<file path="src/rtl/systolic_data_setup.sv">
// Input skew stage for the systolic array: extends each lane byte and
// delays lane i by i cycles to form the diagonal wavefront.
module systolic_data_setup #(
    parameter int MATRIX_WIDTH        = 14,
    parameter int BYTE_WIDTH          = 8,
    parameter int EXTENDED_BYTE_WIDTH = 9
) (
    input  logic                                       clk,
    input  logic                                       rst,
    input  logic                                       enable,
    input  logic [MATRIX_WIDTH*BYTE_WIDTH-1:0]          data_in,
    input  logic                                       data_valid_in,
    input  logic                                       signed_data,
    output logic [MATRIX_WIDTH*EXTENDED_BYTE_WIDTH-1:0] data_out,
    output logic [MATRIX_WIDTH-1:0]                    valid_out,
    output logic                                       busy,
    output logic                                       drain_done
);

    localparam int BW = BYTE_WIDTH;
    localparam int EW = EXTENDED_BYTE_WIDTH;

    logic [MATRIX_WIDTH-1:0] lane_busy;
    logic                    busy_q;

    for (genvar i = 0; i < MATRIX_WIDTH; i++) begin : g_lane
        logic [BW-1:0] lane_byte;
        logic [EW-1:0] lane_ext;
        // d_q[0] is the input stage; d_q[1..i] are the skew delays
        logic [EW-1:0] d_q [i+1];
        logic [i:0]    v_q;

        assign lane_byte = data_in[i*BW +: BW];
        // Bubbles are stored as zero so downstream MACs accumulate nothing
        assign lane_ext  = data_valid_in
                         ? {{(EW-BW){signed_data & lane_byte[BW-1]}}, lane_byte}
                         : '0;

        always_ff @(posedge clk) begin
            if (rst) begin
                for (int j = 0; j <= i; j++) begin
                    d_q[j] <= '0;
                end
                v_q <= '0;
            end else if (enable) begin
                d_q[0] <= lane_ext;
                v_q[0] <= data_valid_in;
                for (int j = 1; j <= i; j++) begin
                    d_q[j] <= d_q[j-1];
                    v_q[j] <= v_q[j-1];
                end
            end
        end

        assign data_out[i*EW +: EW] = d_q[i];
        assign valid_out[i]         = v_q[i];
        assign lane_busy[i]         = |v_q;
    end

    assign busy = |lane_busy;

    always_ff @(posedge clk) begin
        if (rst) begin
            busy_q     <= 1'b0;
            drain_done <= 1'b0;
        end else if (enable) begin
            busy_q     <= busy;
            drain_done <= busy_q & ~busy;
        end
    end

endmodule

</file>
<file path="config.mk">
export PLATFORM = sky130hd
export DESIGN_NAME = systolic_data_setup
export DESIGN_NICKNAME = d
export VERILOG_FILES = /design/src/rtl/systolic_data_setup.sv
export SDC_FILE = /design/constraint.sdc
export NUM_CORES = 1
export LEC_CHECK = 0
export ABC_AREA = 1
export BUFFER_PORTS_ARGS = -buffer_cell sky130_fd_sc_hd__buf_2
export CORE_UTILIZATION = 40
export DETAILED_ROUTE_END_ITERATION = 16
export PLACE_DENSITY = 0.57
export SYNTH_ARGS = -nofsm -noshare
export SYNTH_HDL_FRONTEND = slang
export SYNTH_SLANG_ARGS = --single-unit
export TNS_END_PERCENT = 10
</file>
<file path="constraint.sdc">
create_clock -name clk -period 14 [get_ports clk]
set_clock_uncertainty 0.05 [all_clocks]
set_input_delay 1.4 -clock clk [delete_from_list [all_inputs] [get_ports clk]]
set_output_delay 1.4 -clock clk [all_outputs]
set_load 0.01 [all_outputs]
</file>
==> flow_summary.yaml <==
timing:
  drv_slew: 0
  hold_viol: 0
  worst_slew_pin_slew_ns: 1.06
  maxSlewHeadroom_pct: 29.7
  period_needed_ns: 4.43
  setup_violations: 0
  tns_ns: 0
  fmax_mhz: 226
  rsz0062_at_grt: "no"
  fin_crit_sh_pct: 31.6
power:
  p_per_area_mw_per_mm2: 147
  p_leak_nw: 17.8
  pwr-share-seq_pct: 54.7
  power_switching_mw: 1.31
  p_comb_share_pct: 4.2
  switching_share_pct: 21.1
  p_int_mw: 4.90
  clock_power_share_pct: 41.1
  vdd_drop_max_uv: 97.9
critical_path:
  ff2ff_setup_slack_ns: 12.92
  r2r_start: "g_lane[3].v_q[2]"
  worstSetupPathType: "input pin to flop"
  crit_family: "buffers and inverters"
  crit_fanout: 120
  slowest_delay_ns: 0.89
  end_kind: "flop"
  rr_worst_depth: 6
  slowest_stage: "buf_4"
  startpoint_type: "input pin"
  r2r_end: "busy_q"
  path_common_cell: "buf_4"
  cp_data_required_time_ns: 14.22
  path_buf_inv: 4
  arrival_ns: 4.65
  path_cells: "buf_4, nor2_1, inv_8, buf_4, buf_4"
clock_tree:
  clock_latency_ns: 0.65
  cts_made_buffers: 104
  htreeDepth: 3
  cts_tree: "yes"
  clk_pin_slew_ns: 0.06
  cts_resized: 0
  cts-root-buf: "clkbuf_16"
  cts.sinks: 961
  post_cts_buffers: 0
  clockBufferDepth: 3
  cts.hold.buffers_added: 0
logic_synthesis:
  ys_seq_area_share_pct: 76.9
  synthDistinctLibCells: 17
  yosys.area.top_type_share_pct: 76.0
  synth.cell_area_mm2: 0.0373
  syn_inst: 3072
  yosys.area.top_type: "edfxtp_1"
  synth-edff-count: 945
  syn_nets: 3189
  yosysMostFrequentCell: "inv_1"
  ys_warn_count: 0
  synth_async_sr_flop_share_pct: 0
  ys_dominant_reg_cell: "edfxtp_1"
  ys_seq_elements: 961
  synthTopCellsByArea: "edfxtp_1, inv_1, nor2_1"
  avgSynthCellArea_um2: 12.2
  yosys-top-cells-count: "inv_1, edfxtp_1, nor2_1"
detailed_routing:
  wire_per_inst_um: 12.4
  route.detailed.drc: 0
  routed_wl_um: 57100
  antenna_left: 0
  dr.pass1.iters: 4
  num_vias: 18700
  drtIter0Drc: 1742
  vias_per_cell: 4.07
global_route:
  grtUsageTotal_pct: 12.3
  grt_start_max_net_pins: 188
  grtUsageMet1_pct: 16.4
  use_met3_pct: 3.28
  grt_pass1_wl_um: 91900
  grt_busiest_layer: "met2"
  overflow: 0
  grt_pass1_vias: 18100
  grt_util_met2_pct: 19.3
  antenna_found_initial: 5
floorplanning:
  dieHeight_um: 308
  dieArea_mm2: 0.0946
  pin_count: 259
  coreArea_mm2: 0.0921
  rows: 111
  die_w_um: 308
  start_util_pct: 40.6
cells_and_area:
  design_area_mm2: 0.0422
  layout-drive-gt1-share_pct: 12.5
  area_growth_pct: 13.1
  diodes: 0
  fin_nets: 3388
hold_path:
  hp-start: "drain_done"
  hold_end: "drain_done"
  hold_class: "flop to flop"
  hold_depth: 2
run:
  cap_viol_max_count: 0
run_status:
  outcome: "completed"
placed_design:
  dpl_cell_area_mm2: 0.0390
  gp_congestion: 0.729
  dp_hpwl_um: 30200
  port_buffers: 258
placed cells by master (no fill, tap or decap):
cell type / count
buf_12: 3
buf_2: 257
nand2_1: 11
inv_8: 2
clkbuf_16: 109
buf_4: 13
nand3b_1: 1
clkinvlp_4: 4
nor2_1: 940
edfxtp_1: 945
clkbuf_8: 2
nor3_1: 14
inv_2: 1
clkbuf_1: 23
nand2_8: 1
o21ai_0: 1
clkinv_1: 26
inv_6: 4
nor2_4: 1
o22ai_1: 13
dfxtp_1: 16
inv_1: 946
clkinv_2: 18
bufinv_16: 3
worst max-delay path by stage:
| stage | start | to | slack (ns) | cells after the start |
|---|---|---|---|---|
| floorplan | rst | g_lane[0].d_q[0][0] | 0.35 | 4 |
| global placement | rst | g_lane[9].d_q[1][6] | 8.82 | 6 |
| detailed placement | rst | g_lane[6].d_q[1][6] | 8.83 | 6 |
| CTS | rst | g_lane[5].d_q[2][0] | 9.53 | 6 |
| global route | rst | g_lane[5].d_q[2][0] | 9.22 | 6 |
| finish | rst | g_lane[9].d_q[9][0] | 9.57 | 5 |
layout make-up:
cell class	instances	area (um2)
Tap cell	1243	1560
Sequential cell	961	28700
Timing Repair Buffer	273	1440
Multi-Input combinational cell	982	3760
Fill cell	8374	49900
Clock inverter	55	343
Inverter	949	3580
Clock buffer	134	2840
kinds of logic (layout without fill, tap and decap cells):
group,Yosys count,after routing,synth area share (%)
buffers and inverters,1129,1411,13.1
and+or+nand+nor,968,968,9.81
DFF,961,961,76.9
AOI/OAI and AO/OA,14,14,0.231
state kept, by name (all words and copies together), names as in the netlist:
register / flops
g_lane.d_q: 945
busy_q: 1
g_lane.v_q: 14
drain_done: 1
power groups by stage:
| stage | logic, mW | clock network [mW] | registers (mW) |
|---|---|---|---|
| final | 0.259 | 2.55 | 3.40 |
| after global routing | 0.302 | 2.75 | 3.42 |
| after CTS | 0.269 | 2.64 | 3.40 |
| after detailed placement | 0.267 | 0 | 3.46 |
| after global placement | 0.263 | 0 | 3.45 |
| after floorplan | 0.198 | 0 | 3.51 |
metrics by stage:
stage          hold WS [ns]  setup slack [ns]  instances  utilization, %  power, mW
2_1_floorplan         0.376             0.351       3072               -       3.70
3_3_place_gp          0.399              8.82       4408            42.4       3.72
3_5_place_dp          0.393              8.83       4408            42.4       3.73
4_1_cts               0.405              9.53       4597            45.9       6.31
5_1_grt               0.442              9.22       4597            45.9       6.46
6_report              0.401              9.57       4597            45.9       6.21
worst min-delay path, stage by stage (launching register included):
cell and delay [ns]:
dfxtp_1 0.31, nand2_1 0.06, nand2_1 0.04
routing by layer:
layer / part of all wire (%) / vias to the layer above
li1: - / 9614
met1: 46 / 8645
met2: 46 / 329
met3: 5.8 / 108
met4: 2.8 / 6
met5: 0.058 / -
No activity file was read; power rests on OpenSTA's default activity.
